### config.mk
export PLATFORM = sky130hd
export DESIGN_NAME = alu_exec_pipe
export DESIGN_NICKNAME = d
export VERILOG_FILES = /design/src/rtl/alu_pkg.sv /design/src/rtl/alu_datapath.sv /design/src/rtl/alu_exec_pipe.sv
export SDC_FILE = /design/constraint.sdc
export NUM_CORES = 1
export LEC_CHECK = 0
export BUFFER_PORTS_ARGS = -buffer_cell sky130_fd_sc_hd__buf_2
export CORE_MARGIN = 3
export CORE_UTILIZATION = 56
export DETAILED_ROUTE_END_ITERATION = 10
export GPL_ROUTABILITY_DRIVEN = 0
export MAX_ROUTING_LAYER = met4
export PLACE_DENSITY = 0.9
export SYNTH_ARGS = -nofsm -noshare
export SYNTH_HDL_FRONTEND = slang
export SYNTH_SLANG_ARGS = --single-unit
export TNS_END_PERCENT = 30
### constraint.sdc
create_clock -name clk_in -period 1.15 [get_ports clk_in]
set_clock_uncertainty 0.15 [all_clocks]
set_input_delay 0.0575 -clock clk_in [delete_from_list [all_inputs] [get_ports clk_in]]
set_output_delay 0.0575 -clock clk_in [all_outputs]
set_load 0.005 [all_outputs]
### src/rtl/alu_pkg.sv
// Shared ALU definitions: opcode encoding used by the decoder, RS and execution
// pipes, plus the datapath result width.
package alu_pkg;
    localparam int XLEN = 32;

    localparam logic [3:0] ALU_ADD  = 4'd0;
    localparam logic [3:0] ALU_SUB  = 4'd1;
    localparam logic [3:0] ALU_SLL  = 4'd2;
    localparam logic [3:0] ALU_SLT  = 4'd3;
    localparam logic [3:0] ALU_SLTU = 4'd4;
    localparam logic [3:0] ALU_XOR  = 4'd5;
    localparam logic [3:0] ALU_SRL  = 4'd6;
    localparam logic [3:0] ALU_SRA  = 4'd7;
    localparam logic [3:0] ALU_OR   = 4'd8;
    localparam logic [3:0] ALU_AND  = 4'd9;
    localparam logic [3:0] ALU_EQ   = 4'd10;
    localparam logic [3:0] ALU_NE   = 4'd11;
    localparam logic [3:0] ALU_LT   = 4'd12;
    localparam logic [3:0] ALU_GE   = 4'd13;
    localparam logic [3:0] ALU_LTU  = 4'd14;
    localparam logic [3:0] ALU_GEU  = 4'd15;
endpackage

### src/rtl/alu_datapath.sv
// Combinational ALU: {opcode, lhs, rhs} -> value. Holds no state; the pipe
// wrapper registers the result.
module alu_datapath
    import alu_pkg::*;
(
    input  logic [3:0]      opcode,
    input  logic [XLEN-1:0] lhs,
    input  logic [XLEN-1:0] rhs,
    output logic [XLEN-1:0] value
);
    logic [4:0] shamt;
    logic       lt_s, lt_u, eq;

    assign shamt = rhs[4:0];
    assign lt_s  = $signed(lhs) < $signed(rhs);
    assign lt_u  = lhs < rhs;
    assign eq    = lhs == rhs;

    // One shared comparator set feeds every compare opcode.
    always_comb begin
        value = '0;
        case (opcode)
            ALU_ADD:  value = lhs + rhs;
            ALU_SUB:  value = lhs - rhs;
            ALU_SLL:  value = lhs << shamt;
            ALU_SLT:  value = {{(XLEN-1){1'b0}}, lt_s};
            ALU_SLTU: value = {{(XLEN-1){1'b0}}, lt_u};
            ALU_XOR:  value = lhs ^ rhs;
            ALU_SRL:  value = lhs >> shamt;
            ALU_SRA:  value = $unsigned($signed(lhs) >>> shamt);
            ALU_OR:   value = lhs | rhs;
            ALU_AND:  value = lhs & rhs;
            ALU_EQ:   value = {{(XLEN-1){1'b0}}, eq};
            ALU_NE:   value = {{(XLEN-1){1'b0}}, ~eq};
            ALU_LT:   value = {{(XLEN-1){1'b0}}, lt_s};
            ALU_GE:   value = {{(XLEN-1){1'b0}}, ~lt_s};
            ALU_LTU:  value = {{(XLEN-1){1'b0}}, lt_u};
            ALU_GEU:  value = {{(XLEN-1){1'b0}}, ~lt_u};
            default:  value = '0;
        endcase
    end
endmodule

### src/rtl/alu_exec_pipe.sv
// Fixed-latency ALU execution pipe between RS and ROB/CDB; freezes on rdy_in=0,
// drops all in-flight ops on clear_signal. ALU_PERF_CNT_EN adds op_count_out.
module alu_exec_pipe
    import alu_pkg::*;
#(
    parameter int ROB_WIDTH = 4,
    parameter int LATENCY   = 2
) (
    input  logic                 clk_in,
    input  logic                 rst_in,
    input  logic                 rdy_in,
    input  logic                 clear_signal,
    input  logic                 busy_in,
    input  logic [3:0]           opcode_in,
    input  logic [XLEN-1:0]      lhs_in,
    input  logic [XLEN-1:0]      rhs_in,
    input  logic [ROB_WIDTH-1:0] rd_tag_in,
    output logic                 done_out,
    output logic [XLEN-1:0]      value_out,
    output logic [ROB_WIDTH-1:0] tag_out,
    output logic                 idle_out
`ifdef ALU_PERF_CNT_EN
    ,
    output logic [31:0]          op_count_out
`endif
);
    logic [LATENCY-1:0]                vld_pipe;
    logic [LATENCY-1:0][XLEN-1:0]      val_pipe;
    logic [LATENCY-1:0][ROB_WIDTH-1:0] tag_pipe;
    logic [XLEN-1:0]                   alu_res;

    alu_datapath u_dp (
        .opcode (opcode_in),
        .lhs    (lhs_in),
        .rhs    (rhs_in),
        .value  (alu_res)
    );

    // Payload keeps shifting during a flush; only the valid bits are killed.
    always_ff @(posedge clk_in or negedge rst_in) begin
        if (!rst_in) begin
            vld_pipe <= '0;
            val_pipe <= '0;
            tag_pipe <= '0;
        end else if (rdy_in) begin
            vld_pipe[0] <= busy_in & ~clear_signal;
            val_pipe[0] <= alu_res;
            tag_pipe[0] <= rd_tag_in;
            for (int k = 1; k < LATENCY; k++) begin
                vld_pipe[k] <= vld_pipe[k-1] & ~clear_signal;
                val_pipe[k] <= val_pipe[k-1];
                tag_pipe[k] <= tag_pipe[k-1];
            end
        end
    end

    assign done_out  = vld_pipe[LATENCY-1];
    assign value_out = val_pipe[LATENCY-1];
    assign tag_out   = tag_pipe[LATENCY-1];
    assign idle_out  = ~|vld_pipe;

`ifdef ALU_PERF_CNT_EN
    always_ff @(posedge clk_in or negedge rst_in) begin
        if (!rst_in)
            op_count_out <= '0;
        else if (rdy_in && done_out)
            op_count_out <= op_count_out + 32'd1;
    end
`endif
endmodule

==> out/results.tsv, run 1 <==
metric	value	unit
status	stopped before the end	
stop_stage	global routing (5_1_grt)	
stop_error	[ERROR GRT-0116] Global routing finished with congestion. Check the congestion regions in the DRC Viewer.	
rows	51	
cts.sink_count	74	
synth.mux.area_fraction	0.180	
place_inst	2136	
place_hpwl	41100	µm
synth-seq-area-share	0.162	
die_w	149	µm
synth-simple-area-share	0.155	
synth_adder_area_share	0.110	
grt-ovfl-total	56	
ys_seq_elements	74	
synth-edff-count	0	
synth_compound_area_frac	0.288	
grt_pass1_vias	19705	
yosys_most_used_dff	dfrtp_1	
portBuffers	114	
grt_pass1_wl	125000	µm
synth-xor-area-share	0.00842	
synth.distinct_cells	89	
cts-root-buf	clkbuf_16	
fp.dieH	149	µm
netlist_area	11400	µm²
start_util	0.579	
async_flop_share	1.00	
yosys-top-cells-area	dfrtp_1, ha_1, mux4_2	
syn_nets	1639	
gr-usage-all-layers	0.761	
syn_avg_cell_area	7.82	µm²
grt_max_degree	70	
yosysWarnings	0	
clk_path_buf_depth	2	
synth_top_area_frac	0.162	
synth_top_area_cell	dfrtp_1	
htree_levels	3	
dpl_cell_area	15200	µm²
cts_made_buffers	9	
syn_inst	1463	
io_pins	115	
synth_top_family_by_area	compound AO/OA/AOI/OAI gates	
==> per-stage QoR <==
step	worst slack, ns	utilization
4_1_cts	-1.51	0.852
3_5_place_dp	-2.11	0.768
3_3_place_gp	-1.88	0.768
2_1_floorplan	-1.89	-
==> cells by family after synthesis <==
logic type | after synthesis
AOI/OAI and AO/OA | 477
and+or+nand+nor | 405
buffers and inverters | 249
muxes | 148
adders and majority gates | 99
DFF | 74
xor gates and xnor gates | 11
==> timing repair <==
action / CTS
buffers inserted: 36
setup endpoints to repair: 46
pin swaps: 91
gates cloned: 2
gates resized for setup: 236
hold buffers: 7
endpoints found under the hold margin: 80
==> routing by layer <==
| layer | GRT usage | overflow |
|---|---|---|
| met5 | - | - |
| met4 | 0.688 | 23 |
| met3 | 0.626 | 0 |
| met2 | 0.891 | 31 |
| met1 | 0.768 | 2 |
==> cells in the mapped netlist (all sizes together), types with 8 or more instances <==
master	number
nor2	182
a21oi	123
nand2	113
inv	100
o21ai	100
ha	97
clkbuf	75
dfrtp	74
buf	72
mux2i	60
mux2	47
mux4	41
a221oi	30
nor3	25
a31oi	22
nand3	22
o21bai	18
a211oi	17
a21o	15
o211ai	15
o22ai	14
o2111ai	12
nand2b	11
xnor2	11
a211o	9
nor2b	9
o221ai	9
a221o	8
o31ai	8
o32a	8
==> run 2: changes to the inputs <==
--- a/config.mk
+++ b/config.mk
@@ -7,11 +7,10 @@
 export LEC_CHECK = 0
 export BUFFER_PORTS_ARGS = -buffer_cell sky130_fd_sc_hd__buf_2
 export CORE_MARGIN = 3
-export CORE_UTILIZATION = 56
+export CORE_UTILIZATION = 40
 export DETAILED_ROUTE_END_ITERATION = 10
 export GPL_ROUTABILITY_DRIVEN = 0
-export MAX_ROUTING_LAYER = met4
-export PLACE_DENSITY = 0.9
+export PLACE_DENSITY_LB_ADDON = 0.15
 export SYNTH_ARGS = -nofsm -noshare
 export SYNTH_HDL_FRONTEND = slang
 export SYNTH_SLANG_ARGS = --single-unit
==> constraint.sdc (replaced) <==
create_clock -name clk_in -period 1.5 [get_ports clk_in]
set_clock_uncertainty 0.15 [all_clocks]
set_input_delay 0.075 -clock clk_in [delete_from_list [all_inputs] [get_ports clk_in]]
set_output_delay 0.075 -clock clk_in [all_outputs]
set_load 0.005 [all_outputs]
==> out/results.tsv, run 2 <==
metric	value	unit	change
syn_nets	1639		unchanged
yosys_most_used_dff	dfrtp_1		
most-common-layout-cells	buf_4, nor2_1, nand2_1, buf_2, a21oi_1		
r2r-end	val_pipe[28]		
syn2layout_area_growth	56.8	%	
drive_gt1_frac	0.492		
period_share	1.76		
ff2ff_setup_slack	0.29	ns	
clk_path_buf_depth	2		unchanged
yosys-top-cells-area	dfrtp_1, ha_1, mux4_2		
antenna_found_initial	2		
start_util	0.409		-0.170
period_minus_slack	2.64	ns	
wl_per_cell	22.6	µm	
hold_class	input pin to register		
whs	0.0564	ns	
final_common_cell	buf_4		
p_leak	0.00821	µW	
place_inst	2292		+7.3%
fmax	378	MHz	
rows	61		+20%
drv_cap	0		
start_kind	input pin		
synth_most_common_cell	nor2_1		
syn_avg_cell_area	7.82	µm²	unchanged
setup_violations	32		
setup_ws	-1.14	ns	
critPathCaptureType	register		
io_pins	115		unchanged
ir_drop	0.000490	V	
crit_family	compound AO/OA/AOI/OAI gates		
dieArea	30700	µm²	
nets	2162		
place_hpwl	41100	µm	about the same
finalMaxSlewViolations	0		
met1_usage	0.459		
diodes	0		
synth_common_cells	nor2_1, a21oi_1, nand2_1		
final-hold-violation-count	0		
syn_inst	1463		unchanged
rsz0062_at_grt	true		
synth.distinct_cells	89		unchanged
crit_arrival	2.72	ns	
ys_seq_elements	74		unchanged
grt-ovfl-total	0		
r2r-start	val_pipe[28]		
violations	negative setup slack		
hold_start	rdy_in		
cts_made_buffers	9		unchanged
portBuffers	114		unchanged
cts.sink_count	74		unchanged
finalNonFillerCells	2369		
worstSkewPairLatency	0.35	ns	
slowest_delay	0.47	ns	
synth-seq-area-share	0.162		unchanged
critPathRequiredTime	1.57	ns	
vias_per_cell	5.97		
grt_pass1_vias	13655		
use_met3	0.0934		
cts_tree	built		
status	finished, violations left		
first_iter_violations	1671		
vias	14146		
grt_use_met2	0.499		
netlist_area	11400	µm²	unchanged
critical-path-slowest-cell	a221o_2		
worstMarginPinSlew	0.765	ns	
fp.dieH	175	µm	+18%
critPathBufInv	2		
grt_pass1_wl	79300	µm	
synth-edff-count	0		unchanged
worst-path-max-fanout	4		
drtPass1Iterations	5		
worstRegToRegCells	5		
slew_headroom	0.490		
ant_nets	0		
core_area	28000	µm²	
grt_max_degree	52		
hold_end	val_pipe[0]		
yosysWarnings	0		unchanged
htree_levels	3		unchanged
die_w	175	µm	+18%
p_per_area	613	nW/µm²	
placement.setup.worst_slack	-1.79	ns	+0.319 ns
busiest_layer	met2		
fill_cells	2417		
wl	53600	µm	
synth_top_area_frac	0.162		unchanged
crit_chain	buf_8 > inv_4 > ha_4 > nor2b_4 > or4_4 > a21oi_4 > o22ai_4 > a221o_2 > a31oi_4 > o211ai_2 > mux2_4 > a211oi_2 > a21oi_1		
synth_top_area_cell	dfrtp_1		
async_flop_share	1.00		unchanged
whs_path_depth	3		
regArea	1850	µm²	
cts-root-buf	clkbuf_16		
remaining_drc_errors	0		
multi_input_area	9770	µm²	
clkTransAtPathRegs	0.07	ns	
gr-usage-all-layers	0.333		
setup.worst_path.class	input pin to register		
==> run 2: cell counts after synthesis <==
No cell type changed its count.
==> run 2: kinds of logic after synthesis <==
| group | synth area share |
|---|---|
| buffers and inverters | 0.0977 |
| and+or+nand+nor | 0.155 |
| muxes | 0.180 |
| adders and majority gates | 0.110 |
| DFF | 0.162 |
| xor gates and xnor gates | 0.00842 |
| AOI/OAI and AO/OA | 0.288 |
==> run 2: tightest hold or removal path, delay by kind of cell <==
kind,cells,cell delay (ns)
buf+inv,2,0.28
compound gates,1,0.15
==> run 2: area by class of cell <==
class | instances | share of cell area
Timing Repair Buffer | 659 | 0.286
Multi-Input combinational cell | 1140 | 0.545
Tap cell | 378 | 0.0264
Sequential cell | 74 | 0.103
Clock buffer | 9 | 0.0126
Clock inverter | 7 | 0.00342
Inverter | 102 | 0.0235
==> run 2: stage by stage <==
stage	setup TNS (ns)	total power, µW	utilization	cell area (µm²)
2_1_floorplan	-37.23	5430	-	11700
3_3_place_gp	-47.00	7770	0.559	15700
3_5_place_dp	-48.41	7830	0.559	15700
4_1_cts	-29.12	10500	0.611	17100
5_1_grt	-30.54	11500	0.641	17900
6_report	-28.30	11000	0.641	17900
==> run 2: where the power goes <==
part	switching [µW]	total, µW	internal, µW	leakage, µW
clock network	1020	2180	1150	0.000135
registers	175	2500	2320	0.000879
logic	3250	6330	3090	0.00719
==> run 2: how the worst max path moves through the flow <==
stage                     slack (ns)  cells after the start  startpoint      endpoint
final                          -1.14                     13   lhs_in[4]  val_pipe[31]
after global routing           -1.19                     14   lhs_in[5]  val_pipe[29]
after CTS                      -1.06                     13   lhs_in[6]  val_pipe[29]
after detailed placement       -1.79                     15   lhs_in[0]  val_pipe[18]
after global placement         -1.70                     15   lhs_in[0]  val_pipe[18]
after floorplan                -1.56                     15   rhs_in[3]  val_pipe[31]
==> run 2: per-layer routing <==
layer / share of wire / vias up
li1: - / 6388
met1: 0.41 / 6713
met2: 0.43 / 869
met3: 0.11 / 174
met4: 0.044 / 2
met5: 0.00021 / -
==> run 2: timing repair <==
action | CTS | global route
endpoints found under the hold margin | 81 | 0
hold buffers | 9 | 0
gates cloned | 0 | 2
gates resized for setup | 209 | 141
buffers inserted | 29 | 24
endpoints found under the setup margin | 32 | 50
pin swaps | 75 | 71
No activity file was read; power rests on OpenSTA's default activity.
==> run 3: changes to the inputs <==
--- a/config.mk
+++ b/config.mk
@@ -5,7 +5,9 @@
 export SDC_FILE = /design/constraint.sdc
 export NUM_CORES = 1
 export LEC_CHECK = 0
+export ABC_AREA = 1
 export BUFFER_PORTS_ARGS = -buffer_cell sky130_fd_sc_hd__buf_2
+export CAP_MARGIN = 20
 export CORE_MARGIN = 3
 export CORE_UTILIZATION = 40
 export DETAILED_ROUTE_END_ITERATION = 10
==> constraint.sdc (replaced) <==
create_clock -name clk_in -period 3.1 [get_ports clk_in]
set_clock_uncertainty 0.15 [all_clocks]
set_input_delay 0.155 -clock clk_in [delete_from_list [all_inputs] [get_ports clk_in]]
set_output_delay 0.155 -clock clk_in [all_outputs]
set_load 0.005 [all_outputs]
==> out/results.tsv, run 3 <==
metric	value	unit	change
status	finished clean		
syn_nets	2535		+55%
wl_per_cell	21.0	µm	-7.3%
p_per_area	316	nW/µm²	-48%
cts_tree	built		
worstRegToRegCells	3		-2
finalMaxSlewViolations	0		unchanged
grt_use_met2	0.489		-0.00990
yosys_most_used_dff	dfrtp_1		
p_total	4390	µW	-60%
async_flop_share	1.00		unchanged
fin_util	0.447		-0.194
vias	16311		+15%
most-common-layout-cells	nand2_1, nand3_1, inv_1, nor2_1, buf_2		
core_area	31100	µm²	+11%
use_met3	0.0703		-0.0231
rsz0062_at_grt	false		
start_kind	input pin		
synth.distinct_cells	44		-51%
drv_cap	0		unchanged
worst-path-max-fanout	11		+7
fp.dieH	185	µm	+5.6%
ctsResizeCount	0		-100%
remaining_drc_errors	0		unchanged
cts_setup_buffers	0		-100%
synth_top_area_cell	nand2_1		
final-hold-violation-count	0		unchanged
place_hpwl	47300	µm	+15%
p_leak	0.00777	µW	-5.3%
synth_common_cells	nand2_1, nand3_1, inv_1		
period_minus_slack	2.69	ns	
ff2ff_setup_slack	1.76	ns	+1.47 ns
gr-usage-all-layers	0.333		+0.000501
antenna_found_initial	2		unchanged
diodes	0		unchanged
yosysWarnings	0		unchanged
yosys-top-cells-area	nand2_1, dfrtp_1, nand3_1		
syn_avg_cell_area	5.43	µm²	-31%
portBuffers	114		unchanged
grt_max_degree	75		+44%
synth_top_area_frac	0.249		+0.0874
ir_drop	0.000330	V	-33%
grt_pass1_vias	14800		+8.4%
crit_family	simple AND/OR/NAND/NOR gates		
final_common_cell	nand2_1		
clk_path_buf_depth	2		unchanged
critPathCaptureType	register		
clkTransAtPathRegs	0.07	ns	about the same
setup.worst_path.class	input pin to register		
vias_per_cell	5.83		-2.4%
wl	58700	µm	+9.5%
whs_path_depth	3		unchanged
cts_hold_buf	8		-1
cts-root-buf	clkbuf_16		
critical-path-slowest-cell	fa_1		
syn2layout_area_growth	8.36	%	
synth-edff-count	0		unchanged
path_common_cell	nand2_1		
slowest_delay	0.41	ns	-0.06 ns
setup_tns	0	ns	+28.30 ns
fmax	371	MHz	
start_util	0.413		+0.00394
ys_seq_elements	74		unchanged
drive_gt1_frac	0.0870		-0.405
critPathRequiredTime	3.18	ns	+1.61 ns
met1_usage	0.455		-0.00413
dieArea	34200	µm²	+12%
setup_violations	0		-100%
period_share	0.868		
synth-seq-area-share	0.144		-0.0173
synth_most_common_cell	nand2_1		
worstMarginPinSlew	1.01	ns	+0.242 ns
slew_headroom	0.329		-0.161
cts_made_buffers	9		unchanged
r2r-end	vld_pipe[0]		
fill_cells	3541		+47%
die_w	185	µm	+5.6%
nets	2573		+19%
crit_arrival	2.77	ns	+0.05 ns
ant_nets	0		unchanged
hold_class	input pin to register		
syn_inst	2359		+61%
htree_levels	3		unchanged
drtPass1Iterations	8		+3
crit_chain	buf_2 > buf_4 > ha_1 > fa_1 > inv_1 > nand3_1 > nand2_1 > nand2_1 > nand2_1 > nand2_1 > nand2_1 > nand2_1 > nand2_1 > nand2_1 > nand3_1 > nand3_1 > nor2_1 > nor2_1		
grt_pass1_wl	87900	µm	+11%
hold_end	val_pipe[11]		
grt-ovfl-total	0		unchanged
cts.sink_count	74		unchanged
hold_start	rdy_in		
netlist_area	12800	µm²	+12%
first_iter_violations	2372		+42%
rows	64		+4.9%
critPathBufInv	3		+1
busiest_layer	met2		
worstSkewPairLatency	0.34	ns	about the same
io_pins	115		unchanged
r2r-start	vld_pipe[0]		
## run 3: cell count changes after synthesis, sizes merged, moves of 36 or more
cell    change
nand2     +741
nand3     +343
inv       +159
mux2i      -59
mux2       -47
mux4       -41
clkbuf     -39
buf        +36
## run 3: area by class of cell
class,instances,area [µm²],share of cell area
clock buffer,9,225,0.0162
clock inverter,7,82.6,0.00595
inverter,259,975,0.0702
multi-input combinational,1882,9200,0.662
sequential,74,1850,0.133
tap,396,495,0.0357
timing repair buffer,171,1060,0.0762
## run 3: worst max path at each step
stage              start           end  slack (ns)  depth (start not counted)
6_report       rhs_in[0]  val_pipe[20]        0.41                         18
3_3_place_gp   rhs_in[0]  val_pipe[20]        0.17                         18
5_1_grt        rhs_in[0]  val_pipe[20]        0.24                         18
4_1_cts        rhs_in[0]  val_pipe[20]        0.53                         18
2_1_floorplan  rhs_in[4]  val_pipe[21]        0.48                         18
3_5_place_dp   rhs_in[0]  val_pipe[20]        0.17                         18
## run 3: report_power, final
group          switching, µW  internal (µW)
registers               74.1           1090
clock network            474            639
logic                   1480            636
total                   2030           2360
## run 3: metal layers
layer,share of wire,vias up
met5,0.00022,-
met4,0.067,2
met3,0.12,190
met2,0.40,1134
met1,0.41,7315
li1,-,7670
## run 3: cell families (layout without fill, tap and decap cells)
kind of cell,count (synthesis),after routing,share of synthesized area
xor gates and xnor gates,6,6,0.00410
DFF,74,74,0.144
buffers and inverters,403,446,0.138
muxes,1,1,0.000781
AOI/OAI and AO/OA,274,274,0.122
and+or+nand+nor,1502,1502,0.494
adders and majority gates,99,99,0.0978
## run 3: worst register-to-register path: cells and delay by family (launching register included)
kind	cells	cell delay [ns]
buffers and inverters	2	0.63
flip-flops	1	0.37
AO/OA/AOI/OAI	1	0.07
## run 3: stage by stage
stage          cell area [µm²]  setup WS (ns)  hold slack (ns)  std cells
3_3_place_gp             13500          0.170            0.212       2774
2_1_floorplan            12800          0.478           -0.291       2359
3_5_place_dp             13500          0.172            0.213       2774
4_1_cts                  13900          0.531            0.131       2798
5_1_grt                  13900          0.243            0.152       2798
6_report                 13900          0.408            0.148       2798
